`src/rtl/cpu_types_pkg.sv`:
```
// Shared CPU types: data word, ALU opcode, arbiter pointer state and the
// ALU flag bundle used by alu_arbiter and its result slots.
package cpu_types_pkg;

  localparam int NUM_REQ = 2;
  localparam int XLEN    = 32;

  typedef logic [XLEN-1:0] word_t;

  typedef enum logic [3:0] {
    ALU_ADD  = 4'd0,
    ALU_SUB  = 4'd1,
    ALU_AND  = 4'd2,
    ALU_OR   = 4'd3,
    ALU_XOR  = 4'd4,
    ALU_SLL  = 4'd5,
    ALU_SRL  = 4'd6,
    ALU_SRA  = 4'd7,
    ALU_SLT  = 4'd8,
    ALU_SLTU = 4'd9
  } aluop_t;

  // Round-robin pointer: which requester received the most recent grant.
  typedef enum logic {
    LG0 = 1'b0,
    LG1 = 1'b1
  } lg_state_t;

  // Packed as {overflow, negative, zero}.
  typedef struct packed {
    logic ovf;
    logic neg;
    logic zero;
  } alu_flags_t;

endpackage

```
`src/rtl/alu_rsp_slot.sv`:
```
// One-deep result holding register for a single requester. A load wins over
// a consume in the same cycle, which gives back-to-back operation.
module alu_rsp_slot
  import cpu_types_pkg::*;
(
  input  logic       CLK,
  input  logic       RST,
  input  logic       load,
  input  logic       consume,
  input  word_t      load_data,
  input  alu_flags_t load_flags,
  output logic       valid,
  output word_t      data,
  output alu_flags_t flags
);

  // Capture a new result, or release the slot once the requester takes it.
  always_ff @(posedge CLK or posedge RST) begin
    if (RST) begin
      // NOTE: the data registers are reset too, because the result outputs
      // must read as zero while reset is held, not merely be marked invalid.
      valid <= 1'b0;
      data  <= '0;
      flags <= '0;
    end else begin
      // NOTE: sequential state uses non-blocking assignments so every
      // register samples pre-edge values regardless of statement order.
      if (load) begin
        valid <= 1'b1;
        data  <= load_data;
        flags <= load_flags;
      end else if (consume) begin
        valid <= 1'b0;
      end
    end
  end

endmodule

```
`src/rtl/alu_arbiter.sv`:
```
// Two-requester arbiter in front of a shared combinational ALU.
// Define ALU_ARB_RR_EN for round-robin tie breaking; without it requester 0
// always wins a tie and no arbitration pointer is kept.
module alu_arbiter
  import cpu_types_pkg::*;
(
  input  logic               CLK,
  input  logic               RST,
  input  logic [NUM_REQ-1:0] rq_valid,
  output logic [NUM_REQ-1:0] rq_ready,
  input  aluop_t             rq_op    [NUM_REQ],
  input  word_t              rq_a     [NUM_REQ],
  input  word_t              rq_b     [NUM_REQ],
  output logic [NUM_REQ-1:0] rs_valid,
  input  logic [NUM_REQ-1:0] rs_ready,
  output word_t              rs_out   [NUM_REQ],
  output alu_flags_t         rs_flags [NUM_REQ],
  output aluop_t             alu_op,
  output word_t              alu_a,
  output word_t              alu_b,
  input  word_t              alu_out,
  input  logic               alu_zero,
  input  logic               alu_neg,
  input  logic               alu_ovf
);

  logic [NUM_REQ-1:0] eligible;
  alu_flags_t         alu_flags;

  // A requester may be granted only if its slot is empty or being drained now.
  assign eligible  = rq_valid & (~rs_valid | rs_ready);
  assign alu_flags = '{ovf: alu_ovf, neg: alu_neg, zero: alu_zero};

`ifdef ALU_ARB_RR_EN
  lg_state_t last_grant;

  // Round-robin pointer follows the requester granted this cycle; idle cycles hold it.
  always_ff @(posedge CLK or posedge RST) begin
    if (RST) begin
      last_grant <= LG1;
    end else if (rq_ready[0]) begin
      last_grant <= LG0;
    end else if (rq_ready[1]) begin
      last_grant <= LG1;
    end
  end
`endif

  // Grant decision: at most one requester, nothing while reset is asserted.
  always_comb begin
    // NOTE: default assignment first, so no path through this block leaves
    // rq_ready unassigned and infers a latch.
    rq_ready = '0;
    if (!RST) begin
      if (eligible == 2'b11) begin
`ifdef ALU_ARB_RR_EN
        rq_ready = (last_grant == LG0) ? 2'b10 : 2'b01;
`else
        rq_ready = 2'b01;
`endif
      end else begin
        rq_ready = eligible;
      end
    end
  end

  // Route the granted requester's operation to the ALU; idle drives zeros.
  always_comb begin
    alu_op = ALU_ADD;
    alu_a  = '0;
    alu_b  = '0;
    for (int i = 0; i < NUM_REQ; i++) begin
      if (rq_ready[i]) begin
        alu_op = rq_op[i];
        alu_a  = rq_a[i];
        alu_b  = rq_b[i];
      end
    end
  end

  for (genvar g = 0; g < NUM_REQ; g++) begin : g_slot
    alu_rsp_slot u_slot (
      .CLK        (CLK),
      .RST        (RST),
      .load       (rq_ready[g]),
      .consume    (rs_ready[g]),
      .load_data  (alu_out),
      .load_flags (alu_flags),
      .valid      (rs_valid[g]),
      .data       (rs_out[g]),
      .flags      (rs_flags[g])
    );
  end

endmodule
```
`config.mk`:
```
export PLATFORM = sky130hd
export DESIGN_NAME = alu_arbiter
export DESIGN_NICKNAME = d
export VERILOG_FILES = /design/src/rtl/cpu_types_pkg.sv /design/src/rtl/alu_rsp_slot.sv /design/src/rtl/alu_arbiter.sv
export SDC_FILE = /design/constraint.sdc
export NUM_CORES = 1
export LEC_CHECK = 0
export ABC_AREA = 1
export BUFFER_PORTS_ARGS = -buffer_cell sky130_fd_sc_hd__buf_2
export CAP_MARGIN = 10
export CORE_AREA = 2 2 125 127
export DETAILED_ROUTE_END_ITERATION = 7
export DIE_AREA = 0 0 127 129
export PLACE_DENSITY = 0.57
export SYNTH_ARGS = -nofsm -noshare
export SYNTH_HDL_FRONTEND = slang
export SYNTH_SLANG_ARGS = --single-unit
```
`constraint.sdc`:
```
create_clock -name CLK -period 2.6 [get_ports CLK]
set_input_delay 0.39 -clock CLK [delete_from_list [all_inputs] [get_ports CLK]]
set_output_delay 0.39 -clock CLK [all_outputs]
set_load 0.05 [all_outputs]
```
## After elaboration in Yosys (flattened, before gate mapping)

Index checks and enable logic that the tools add are counted.

| word-level totals | value |
|---|---|
| register bits after elaboration | 72 |
| input bits | 177 |
| output and inout bits | 142 |
| word-level logic and storage cells | 28 |

| operators by class | value |
|---|---|
| equal/unequal tests | 1 |
| multiplexer cells | 12 |
| bitwise logic cells | 3 |
| reductions and logical operators | 2 |

Operators with widths:

| operator | number |
|---|---|
| 32-bit 2-to-1 mux | 4 |
| 4-bit 2-to-1 mux | 2 |
| 1-bit 2-to-1 mux | 4 |
| 2-bit 2-to-1 mux | 2 |
| 2-bit nonzero test | 2 |
| 2-bit AND | 1 |
| 2-bit equality test, second input constant | 1 |
| 2-bit inverter | 1 |
| 2-bit OR | 1 |

## Depth between registers and ports, before layout

Gate-level depths: netlist (run 1).

| logic depth | value |
|---|---|
| depth in word-level cells | 8 |
| gate-level depth with buffers | 8 |

## Cells and area by module

Synthesis (run 1) repeated with hierarchy kept, for this count alone.

| second synthesis, totals | value |
|---|---|
| cell total of the unflattened synthesis | 556 |
| area total of the unflattened synthesis | 4,098.9 um^2 |

By module, submodules not included:

| module | instances | cells an instance | area each (um^2) | seq. area each (um^2) |
|---|---|---|---|---|
| alu_rsp_slot | 2 | 153 | 1,423.9 | 900.9 |
| alu_arbiter | 1 | 250 | 1,251.2 | 0.0 |

## Worst setup path before layout (run 1)

Ideal clock, no wire load.

| timing | value |
|---|---|
| kind | in2out |
| from | input port RST |
| to | output port alu_a[0] |
| data arrival time | 2,371 ps |
| slack | -161 ps |
| stages on the path | 7 |
| path through | inv_2 > nand2_1 > nor2_4 > buf_6 > buf_6 > nand3_1 > nand2_1 |

| on the way | value |
|---|---|
| word-level cells in the longest chain between the ends | 3 |

Ends and longest elaborated chain:

| element | RTL line | source |
|---|---|---|
| start, declared | alu_arbiter.sv:8 | `input logic RST,` |
| 2-bit 2-to-1 mux * | alu_arbiter.sv:54 | `if (!RST) begin` |
| 32-bit 2-to-1 mux | alu_arbiter.sv:73 | `if (rq_ready[i]) begin` |
| 32-bit 2-to-1 mux * | alu_arbiter.sv:73 |  |
| end, declared | alu_arbiter.sv:19 | `output word_t alu_a,` |

Every way passes the cells marked *; elsewhere a longest branch is shown, timed or not.

## Worst setup path after layout (run 1)

| timing | value |
|---|---|
| from | input port RST |
| to | output port alu_a[14] |

The elaborated chain is that of the path after synthesis.

==> impl_metrics.csv, run 1 <==
group,metric,value,unit
synthesis,synthTopCellsByCount,"nand2_1 (313), nand3_1 (103), dfrtp_1 (72)",
sta,setup_viol,0,
sta,tightest_slew,899,ps
power_and_ir_drop,combPwrFrac,39.9,%
synthesis,synth_nets,720,
critical_path,critPathLaunchType,"input port",
clock_network,clockRootBuffer,"clkbuf_16",
placement,dpl-instance-area,0.00556,mm^2
floorplanning,rows,45,
final_layout,diodes,0,
critical_path,critPathRequiredTime,2210,ps
routing,wirelength,15100,um
clock_network,tritoncts,"yes",
clock_network,clk_latency,340,ps
synthesis,synth-compound-area-share,0.130,%
synthesis,synth_area_leader_cell,"dfrtp_1",
sta,hold_violations,0,
synthesis,avgSynthCellArea,7.09,um^2
synthesis,synthesis.instances,543,
outcome,status,"finished, final reports clean",
placement,io_buffer_count,318,
power_and_ir_drop,pwr-share-clk,30.5,%
routing,vias,4586,
placement,dp_hpwl,10600,um
synthesis,synth_warnings,0,
critical_path,worst_setup_path_end_kind,"primary output",
power_and_ir_drop,power_density,784,mW/mm^2
synthesis,yosys-mux-area-fraction,0,%
sta,slew_headroom,40.1,%
placement,place.gp.congestion,0.750,
critical_path,setup.worst_path.class,"input port to primary output",
final_layout,drive_gt1_share,42.1,%
hold_path,hold_class,"input port to register",
synthesis,synth_area,0.00385,mm^2
routing,post_drt_wl_per_cell,14.5,um
synthesis,synth_edf_count,0,
floorplanning,ioPinCount,319,
floorplanning,dieArea,0.0164,mm^2
placement,place_ws,601,ps
sta,drv_slew,0,
routing,vias_per_cell,4.41,
floorplanning,start_util,25.7,%
placement,dpl.cell_count,1019,
global_routing,grt_max_degree,70,
power_and_ir_drop,ir_worst_vdd,325,uV
clock_network,cts_sinks,72,
synthesis,synth_top_area_share,46.8,%
critical_path,critPathArrivalTime,2140,ps
clock_network,cts_buffer_depth,2,
synthesis,synthAdderAreaFrac,0,%
critical_path,crit_path_max_fanout,26,
power_and_ir_drop,swShare,43.0,%
synthesis,synthFlopType,"dfrtp_1",
sta,fmax,0.395,GHz
floorplanning,core_area,0.0150,mm^2
global_routing,overflow,0,
final_layout,syn_to_final_growth,59.1,%
power_and_ir_drop,leakagePower,3.78,nW
floorplanning,die_y,129,um
clock_network,cts_buffers,9,
routing,dr.pass1.iters,4,
clock_network,htreeDepth,3,
power_and_ir_drop,p_seq_share,29.6,%
routing,drc,0,
power_and_ir_drop,p_switching,2.06,mW
routing,postRouteAntennaNets,0,
global_routing,antenna_found_initial,0,
synthesis,async_reset_ff_share,100,%
final_layout,fin_area,0.00613,mm^2
synthesis,synth_seq_cells,72,
power_and_ir_drop,intPower,2.74,mW
sta,fin_crit_sh,97.4,%
global_routing,grt_pass1_vias,4161,
sta,fin_worst_skew,6.13,ps
flow_run,cap_violations,0,
sta,setup_slack,68.2,ps
synthesis,synthXorXnorAreaFrac,0,%
synthesis,synth_area_leaders,"dfrtp_1 (47%), nand2_1 (30%), nand3_1 (13%)",
synthesis,synthDistinctLibCells,14,
synthesis,yosysMostFrequentCell,"nand2_1",
synthesis,ys_seq_area_share,46.8,%
floorplanning,fp.dieW,127,um
global_routing,grt_pass1_wl,21700,um
clock_network,clkTransAtPathRegs,60,ps
final_layout,final_cells,1041,
synthesis,synth-simple-area-share,45.2,%
global_routing,gr-usage-all-layers,16.8,%
synthesis,synth_top_family_by_area,"simple AND/OR/NAND/NOR gates",
final_layout,fin_nets,1025,
routing,drt_iter0_markers,254,
sta,fin_crit,2530,ps
## timing repair
action,in CTS,in global routing
setup buffers,0,2
gates resized for setup,0,75
endpoints found under the setup margin,0,69
hold buffers,1,0
endpoints found under the hold margin,3,0
## sequential cells by signal, summed over array words and instances (netlist names)
name / cells
g_slot.u_slot.data: 64
g_slot.u_slot.flags: 6
g_slot.u_slot.valid: 2
## path summary, 6_finish.rpt
check                                                     start                                     to  slack (ps)  cells after the start
setup / recovery                                            RST                              alu_a[14]          70                     10
hold / removal                                      rs_ready[1]     g_slot[1].u_slot.valid$_DFFE_PP0P_         250                      2
setup reg to reg             g_slot[1].u_slot.valid$_DFFE_PP0P_     g_slot[1].u_slot.valid$_DFFE_PP0P_        1020                      8
hold reg to reg            g_slot[1].u_slot.data[1]$_DFFE_PP0P_   g_slot[1].u_slot.data[1]$_DFFE_PP0P_         470                      2
max in group asynchronous                                   RST  g_slot[0].u_slot.data[16]$_DFFE_PP0P_        1010                      4
min in group asynchronous                                   RST  g_slot[0].u_slot.data[17]$_DFFE_PP0P_         510                      3
## worst max-delay path, stage by stage
cell	delay (ps)
dlygate4sd3_1	560
buf_2	140
inv_4	90
nand2_1	100
nor2_4	150
buf_12	140
clkbuf_16	190
nand3_1	80
nand2_1	70
clkbuf_4	220
## routing by layer
layer	track usage, %	routed length [um]
met1	21.5	6410
met2	28.2	7440
met3	4.70	1090
met4	3.94	146
met5	0	0
## metrics by stage
| step | hold WS (ps) | utilization, % | setup TNS [ps] | power, mW |
|---|---|---|---|---|
| floorplan | 411 | - | 0 | 2.79 |
| global placement | 281 | 37.1 | 0 | 3.31 |
| detailed placement | 278 | 37.1 | 0 | 3.32 |
| CTS | 244 | 39.6 | 0 | 4.81 |
| global route | 244 | 40.9 | -17.7 | 5.05 |
| finish | 249 | 40.9 | 0 | 4.80 |
## logic make-up after synthesis
logic type             count (synthesis)
AND/OR/NAND/NOR                      422
buffers and inverters                 48
flip-flops                            72
AO/OA/AOI/OAI                          1
## area by class of cell
class	instances	area, um^2
inverters	5	22.5
flip-flops and latches	72	1800
well taps	188	235
clock inverters	7	126
multi-input cells	423	1750
clock buffers	9	225
fillers	1605	8850
repair buffers	337	1970
## power by group through the flow
stage	Sequential, mW	Clock, mW	Combinational (mW)
final	1.42	1.47	1.91
after global placement	1.44	0	1.87
after floorplan	2.14	0	0.645
after CTS	1.43	1.50	1.88
after detailed placement	1.44	0	1.88
after global routing	1.45	1.56	2.04
## cells in the final DEF (no fill, tap or decap)
cell type        n
nor2_1           1
buf_6            4
nand2_1        313
clkinv_2         1
inv_6            2
nand2_2          2
buf_4           36
o21ai_0          1
buf_12           6
clkinvlp_4       1
buf_2          276
clkbuf_4        12
inv_1            3
inv_8            1
dlygate4sd3_1    1
nor2_4           1
inv_4            1
dfrtp_1         72
nand3_1        103
nand3_4          1
bufinv_16        3
clkbuf_16       11
nand2_4          1
Note: power is estimated with default switching activity, not from simulation.
==> run 2, diff against run 1 <==
--- a/config.mk
+++ b/config.mk
@@ -5,13 +5,12 @@
 export SDC_FILE = /design/constraint.sdc
 export NUM_CORES = 1
 export LEC_CHECK = 0
-export ABC_AREA = 1
 export BUFFER_PORTS_ARGS = -buffer_cell sky130_fd_sc_hd__buf_2
 export CAP_MARGIN = 10
-export CORE_AREA = 2 2 125 127
+export CORE_AREA = 2 2 126 128
 export DETAILED_ROUTE_END_ITERATION = 7
-export DIE_AREA = 0 0 127 129
-export PLACE_DENSITY = 0.57
+export DIE_AREA = 0 0 128 130
+export PLACE_DENSITY = 0.54
 export SYNTH_ARGS = -nofsm -noshare
 export SYNTH_HDL_FRONTEND = slang
 export SYNTH_SLANG_ARGS = --single-unit
==> run 2 against run 1 <==
Setup slack improved by 80 ps. Global-route usage decreased by 1.7 points. Die area increased by 1.6%. Critical path depth decreased by 4. Cell count decreased by 27%. Routed wire length decreased by 6.5%. Via count decreased by 21%. Power decreased by 0.47%. Non-clock buffer count decreased by 10. Sequential power increased by 3%. Largest power group unchanged.
==> impl_metrics.csv, run 2 <==
group,metric,value,unit
routing,postRouteAntennaNets,0,
routing,drt_iter0_markers,173,
clock_network,htreeDepth,3,
synthesis,synth_top_area_share,50.7,%
synthesis,synthDistinctLibCells,18,
clock_network,cts_buffers,9,
power_and_ir_drop,intPower,2.74,mW
placement,dpl.cell_count,737,
clock_network,clockRootBuffer,"clkbuf_16",
floorplanning,fp.dieW,128,um
final_layout,largest_reg_flops,64,
final_layout,syn_to_final_growth,61.4,%
routing,drc,0,
synthesis,avgSynthCellArea,14.0,um^2
critical_path,critPathLaunchType,"register",
final_layout,drive_gt1_share,68.0,%
synthesis,synth_edf_count,0,
global_routing,grt_pass1_vias,3386,
clock_network,clk_latency,330,ps
critical_path,crit_path_max_fanout,36,
global_routing,grt_pass1_wl,19100,um
synthesis,synth_area_leader_cell,"dfrtp_1",
power_and_ir_drop,ir_worst_vdd,604,uV
synthesis,synth_area_leaders,"dfrtp_1 (51%), a32o_1 (19%), mux2_1 (11%)",
routing,post_drt_wl_per_cell,18.7,um
final_layout,final_cells,755,
synthesis,async_reset_ff_share,100,%
final_layout,final_cell_mix,"buf_2 (309), dfrtp_1 (72), a32o_1 (68)",
sta,slew_headroom,49.3,%
power_and_ir_drop,combPwrFrac,41.9,%
clock_network,tritoncts,"yes",
flow_run,cap_violations,0,
final_layout,largest-register,"g_slot.u_slot.data",
sta,finalSetupTns,0,ps
outcome,status,"finished, final reports clean",
final_layout,fill_cells,1550,
final_layout,reg_top3,"g_slot.u_slot.data x64, g_slot.u_slot.flags x6, g_slot.u_slot.valid x2",
synthesis,synth_warnings,0,
final_layout,fin_nets,735,
sta,grt_setup_unrepaired,"false",
critical_path,setup.worst_path.class,"register to primary output",
final_layout,diodes,0,
sta,fmax,0.408,GHz
placement,dp_hpwl,10900,um
power_and_ir_drop,power_density,834,mW/mm^2
synthesis,synth_nets,431,
routing,vias_per_cell,4.78,
final_layout,fin_area,0.00573,mm^2
hold_path,hold_class,"input port to asynchronous set/reset pin",
placement,io_buffer_count,318,
global_routing,overflow,0,
power_and_ir_drop,p_seq_share,30.5,%
routing,vias,3609,
sta,fin_crit,2450,ps
final_layout,mostFrequentLayoutCell,"buf_2",
floorplanning,rows,46,
floorplanning,start_util,23.0,%
sta,tightest_slew,760,ps
clock_network,cts_sinks,72,
global_routing,grt_max_degree,80,
floorplanning,core_area,0.0154,mm^2
critical_path,critPathArrivalTime,2060,ps
synthesis,ys_seq_area_share,50.7,%
floorplanning,dieArea,0.0166,mm^2
global_routing,gr-usage-all-layers,15.1,%
sta,fin_crit_sh,94.3,%
placement,place.gp.congestion,0.785,
sta,setup_viol,0,
sta,hold_slack,173,ps
synthesis,synthesis.instances,254,
synthesis,synth_area,0.00355,mm^2
critical_path,critPathRequiredTime,2210,ps
routing,dr.pass1.iters,4,
power_and_ir_drop,p_switching,2.04,mW
synthesis,synth_seq_cells,72,
power_and_ir_drop,pwr-share-clk,27.6,%
synthesis,yosysMostFrequentCell,"dfrtp_1",
clock_network,cts_buffer_depth,2,
sta,fin_worst_skew,9.09,ps
global_routing,antenna_found_initial,1,
critical_path,worst_setup_path_end_kind,"primary output",
sta,drv_slew,0,
clock_network,clkTransAtPathRegs,60,ps
synthesis,synthFlopType,"dfrtp_1",
routing,wirelength,14100,um
placement,dpl-instance-area,0.00538,mm^2
power_and_ir_drop,swShare,42.7,%
power_and_ir_drop,leakagePower,2.88,nW
floorplanning,ioPinCount,319,
sta,hold_violations,0,
floorplanning,die_y,130,um
synthesis,synthTopCellsByCount,"dfrtp_1 (72), a32o_1 (68), mux2_1 (35), mux2_2 (35), clkbuf_1 (14)",
==> run 2: cell count changes after synthesis, sizes merged <==
| cell | previous run | this run |
|---|---|---|
| a2111oi | 0 | 1 |
| a32o | 0 | 68 |
| and2 | 0 | 1 |
| and3 | 0 | 1 |
| buf | 37 | 20 |
| clkbuf | 6 | 14 |
| inv | 5 | 3 |
| mux2 | 0 | 70 |
| nand2 | 316 | 0 |
| nand2b | 0 | 1 |
| nand3 | 104 | 0 |
| nor2 | 2 | 0 |
| nor2b | 0 | 1 |
| or2 | 0 | 1 |
==> run 2: kinds of logic after synthesis <==
group / after synthesis / share of synthesized area (%)
DFF: 72 / 50.7
AOI/OAI and AO/OA: 70 / 20.1
muxes: 70 / 22.2
buffers and inverters: 37 / 6.03
and+or+nand+nor: 5 / 0.952
==> run 2: path summary, 6_finish.rpt <==
path                                                       startpoint  depth (start not counted)                                    end  slack (ps)
worst min register to register  g_slot[1].u_slot.flags[2]$_DFFE_PP0P_                          1  g_slot[1].u_slot.flags[2]$_DFFE_PP0P_         480
worst max register to register     g_slot[0].u_slot.valid$_DFFE_PP0P_                          6   g_slot[1].u_slot.data[3]$_DFFE_PP0P_         520
max in group asynchronous                                         RST                          3   g_slot[1].u_slot.data[4]$_DFFE_PP0P_        1730
worst min-delay path                                              RST                          3     g_slot[1].u_slot.valid$_DFFE_PP0P_         170
min in group CLK                                          alu_out[18]                          2  g_slot[1].u_slot.data[18]$_DFFE_PP0P_         290
worst max-delay path               g_slot[0].u_slot.valid$_DFFE_PP0P_                          6                              alu_b[20]         150
==> run 2: stage by stage <==
| stage | setup WS [ps] | utilization, % | total power [mW] |
|---|---|---|---|
| 2_1_floorplan | 351 | - | 2.91 |
| 3_3_place_gp | 159 | 34.9 | 3.46 |
| 3_5_place_dp | 156 | 34.9 | 3.48 |
| 4_1_cts | 4.13 | 37.0 | 4.84 |
| 5_1_grt | 20.5 | 37.2 | 4.99 |
| 6_report | 148 | 37.2 | 4.78 |
==> run 2: layout make-up <==
type	instances	area (um^2)	area share (%)
well taps	192	240	4.19
flip-flops and latches	72	1800	31.4
repair buffers	327	1820	31.7
inverters	3	13.8	0.240
clock inverters	6	90.1	1.57
clock buffers	10	229	3.99
multi-input cells	145	1540	26.8
==> run 2: timing repair <==
item                                    in CTS  in global routing
setup buffers                                0                  1
pin swaps                                    0                  1
hold buffers                                 0                  0
gates cloned                                 0                  1
gates resized for setup                      3                  2
endpoints found under the setup margin       3                 38
==> run 2: layer usage <==
layer | part of all wire [%] | GRT usage [%] | vias up
li1 | - | - | 1627
met1 | 36 | 16.5 | 1762
met2 | 54 | 28.5 | 201
met3 | 7.9 | 4.02 | 17
met4 | 1.6 | 4.65 | 2
met5 | 0.092 | 0 | -
==> run 2: worst max-delay path, cell delays in order, from the launching register on <==
cell	delay [ps]
dfrtp_1	350
nand2b_2	100
a2111oi_4	370
buf_4	200
clkbuf_16	220
a32o_1	200
buf_2	280
==> run 2: power groups by stage <==
stage	Clock, mW	Sequential, mW	Combinational [mW]
final	1.32	1.46	2.00
after global routing	1.42	1.49	2.09
after CTS	1.36	1.46	2.01
after detailed placement	0	1.47	2.01
after global placement	0	1.46	2.00
after floorplan	0	2.27	0.638
==> run 3, diff against run 2 <==
--- a/config.mk
+++ b/config.mk
@@ -7,10 +7,11 @@
 export LEC_CHECK = 0
 export BUFFER_PORTS_ARGS = -buffer_cell sky130_fd_sc_hd__buf_2
 export CAP_MARGIN = 10
-export CORE_AREA = 2 2 126 128
+export CORE_AREA = 2 2 125 127
 export DETAILED_ROUTE_END_ITERATION = 7
-export DIE_AREA = 0 0 128 130
-export PLACE_DENSITY = 0.54
+export DIE_AREA = 0 0 127 129
+export PLACE_DENSITY = 0.57
 export SYNTH_ARGS = -nofsm -noshare
 export SYNTH_HDL_FRONTEND = slang
+export SYNTH_HIERARCHICAL = 1
 export SYNTH_SLANG_ARGS = --single-unit
==> run 3 against run 2 <==
Critical path depth unchanged. Clock power is 7% lower. Clock skew shrank 2.9 ps. Die area shrank 1.5%. Routed wire length up 12%. Cell count decreased by 0.13%. Power grew 3.1%. Non-clock buffer count up 1. Synthesized cell count fell by 0.39%.
==> impl_metrics.csv, run 3 <==
group,metric,value,unit
synthesis,synth_warnings,6,
global_routing,grt_pass1_wl,22800,um
sta,fin_worst_skew,6.19,ps
floorplanning,core_area,0.0150,mm^2
clock_network,clk_latency,320,ps
critical_path,cp-startpoint,"g_slot[0].u_slot/valid$_DFFE_PP0P_",
clock_network,tritoncts,"yes",
flow_run,cap_violations,0,
critical_path,crit_path_max_fanout,40,
global_routing,overflow,0,
synthesis,synthDistinctLibCells,17,
floorplanning,dieArea,0.0164,mm^2
sta,setup_viol,0,
clock_network,cts_buffers,9,
routing,drc,0,
synthesis,synthesis.instances,253,
synthesis,synth_area,0.00383,mm^2
critical_path,critPathArrivalTime,2070,ps
sta,grt_setup_unrepaired,"false",
critical_path,r2r_start,"g_slot[0].u_slot/valid$_DFFE_PP0P_",
power_and_ir_drop,swShare,42.5,%
placement,io_buffer_count,318,
final_layout,multi_input_area,0.00176,mm^2
sta,drv_slew,0,
sta,hold_violations,0,
sta,fin_crit,2460,ps
final_layout,reg_top3,"g_slot.u_slot/data x64, g_slot.u_slot/flags x6, g_slot.u_slot/valid x2",
routing,vias_per_cell,4.91,
placement,place.gp.congestion,0.981,
final_layout,syn_to_final_growth,56.0,%
floorplanning,start_util,25.6,%
synthesis,synthFlopType,"dfrtp_1",
final_layout,final_cell_mix,"buf_2 (291), dfrtp_1 (72), a32o_1 (68)",
synthesis,synth_area_leader_cell,"dfrtp_1",
sta,finalSetupTns,0,ps
sta,fin_crit_sh,94.6,%
sta,tightest_slew,513,ps
power_and_ir_drop,pwr-share-clk,24.9,%
final_layout,largest-register,"g_slot.u_slot/data",
synthesis,synth_seq_cells,72,
clock_network,htreeDepth,3,
critical_path,setup.worst_path.class,"register to primary output",
floorplanning,rows,45,
synthesis,synth_edf_count,0,
global_routing,antenna_found_initial,1,
clock_network,postCtsHoldBufs,0,
critical_path,worst_setup_path_end_kind,"primary output",
power_and_ir_drop,p_total,4.93,mW
final_layout,fin_nets,739,
clock_network,clockRootBuffer,"clkbuf_16",
power_and_ir_drop,ir_worst_vdd,314,uV
critical_path,critPathLaunchType,"register",
floorplanning,die_y,129,um
critical_path,critPathRequiredTime,2210,ps
synthesis,synth_top_area_share,47.1,%
global_routing,grt_pass1_vias,3833,
power_and_ir_drop,p_seq_share,30.3,%
synthesis,synthTopCellsByCount,"dfrtp_1 (72), a32o_1 (68), mux2_4 (58)",
final_layout,fin_util,39.9,%
power_and_ir_drop,intPower,2.84,mW
floorplanning,ioPinCount,319,
synthesis,synth_area_leaders,"dfrtp_1 (47%), mux2_4 (23%), a32o_1 (18%)",
floorplanning,fp.dieW,127,um
sta,slew_headroom,65.8,%
hold_path,hold_class,"input port to asynchronous set/reset pin",
outcome,status,"finished, final reports clean",
global_routing,grt_max_degree,63,
global_routing,gr-usage-all-layers,18.4,%
routing,postRouteAntennaNets,0,
placement,place_ws,207,ps
synthesis,avgSynthCellArea,15.1,um^2
routing,post_drt_wl_per_cell,21.0,um
clock_network,cts_buffer_depth,2,
final_layout,largest_reg_flops,64,
synthesis,synth_nets,430,
routing,wirelength,15900,um
power_and_ir_drop,p_switching,2.09,mW
power_and_ir_drop,combPwrFrac,44.9,%
routing,dr.pass1.iters,6,
final_layout,mostFrequentLayoutCell,"buf_2",
final_layout,final-seq-area,0.00180,mm^2
sta,fmax,0.407,GHz
synthesis,ys_seq_area_share,47.1,%
final_layout,drive_gt1_share,73.8,%
routing,drt_iter0_markers,144,
synthesis,async_reset_ff_share,100,%
synthesis,yosysMostFrequentCell,"dfrtp_1",
power_and_ir_drop,leakagePower,3.10,nW
clock_network,clkTransAtPathRegs,60,ps
clock_network,cts_sinks,72,
power_and_ir_drop,power_density,825,mW/mm^2
routing,vias,3704,
final_layout,fill_cells,1474,
sta,setup_slack,141,ps
placement,dp_hpwl,12100,um
run 3: cell count changes after synthesis, moves of 3 or more:
cell	delta
mux2_1	-35
inv_1	+3
buf_6	-3
mux2_2	-23
mux2_4	+58
buf_12	+6
buf_4	-6
run 3: routing by layer:
metal  wire [um]  GRT usage (%)  vias to the layer above
li1            -              -                     1631
met1        5710           20.0                     1849
met2        8370           33.6                      201
met3        1170           4.95                       23
met4         620           8.40                        0
met5           0              0                        -
run 3: cells by family after synthesis:
group | count (synthesis) | synth area share [%]
compound gates | 71 | 18.9
buf+inv | 36 | 6.93
flops | 72 | 47.1
mux | 70 | 26.3
simple gates | 4 | 0.850
run 3: worst max-delay path: stages (launching register included):
cell       delay, ps
dfrtp_1          410
nand2b_4          80
a2111oi_4        330
buf_4            190
buf_12           200
a32o_1           220
buf_2            300
run 3: repair_timing:
action | CTS | global route
cloned | 1 | 0
buffers inserted | 0 | 1
gates resized for setup | 23 | 1
pin swaps | 0 | 1
setup endpoints to repair | 1 | 25
run 3: final cells by class:
| class | count | share of cell area, % |
|---|---|---|
| Multi-Input combinational cell | 145 | 29.5 |
| Sequential cell | 72 | 30.2 |
| Clock inverter | 3 | 0.712 |
| Clock buffer | 11 | 4.23 |
| Antenna cell | 1 | 0.0419 |
| Inverter | 6 | 0.377 |
| Timing Repair Buffer | 328 | 31.0 |
| Tap cell | 188 | 3.94 |
run 3: worst paths after layout:
path	end	slack, ps	depth (start not counted)
min reg2reg	g_slot[0].u_slot/data[6]$_DFFE_PP0P_	510	1
max reg2reg	g_slot[1].u_slot/data[5]$_DFFE_PP0P_	440	6
min	g_slot[1].u_slot/valid$_DFFE_PP0P_	220	3
max	alu_b[0]	140	6
max in group asynchronous	g_slot[0].u_slot/data[13]$_DFFE_PP0P_	1990	3
min in group CLK	g_slot[0].u_slot/data[8]$_DFFE_PP0P_	310	2
run 3: power groups by stage:
stage                     clock network [mW]  logic, mW  registers, mW
after detailed placement                   0       2.20           1.51
after CTS                               1.26       2.23           1.49
final                                   1.23       2.21           1.49
after floorplan                            0      0.798           2.32
after global routing                    1.31       2.30           1.52
after global placement                     0       2.19           1.50
run 3: through the flow:
stage          area [um^2]  cells  hold slack, ps
6_report              5970    754             217
4_1_cts               5970    752             257
2_1_floorplan         3830    253             538
3_5_place_dp          5590    737             488
3_3_place_gp          5590    737             486
5_1_grt               5970    753             287
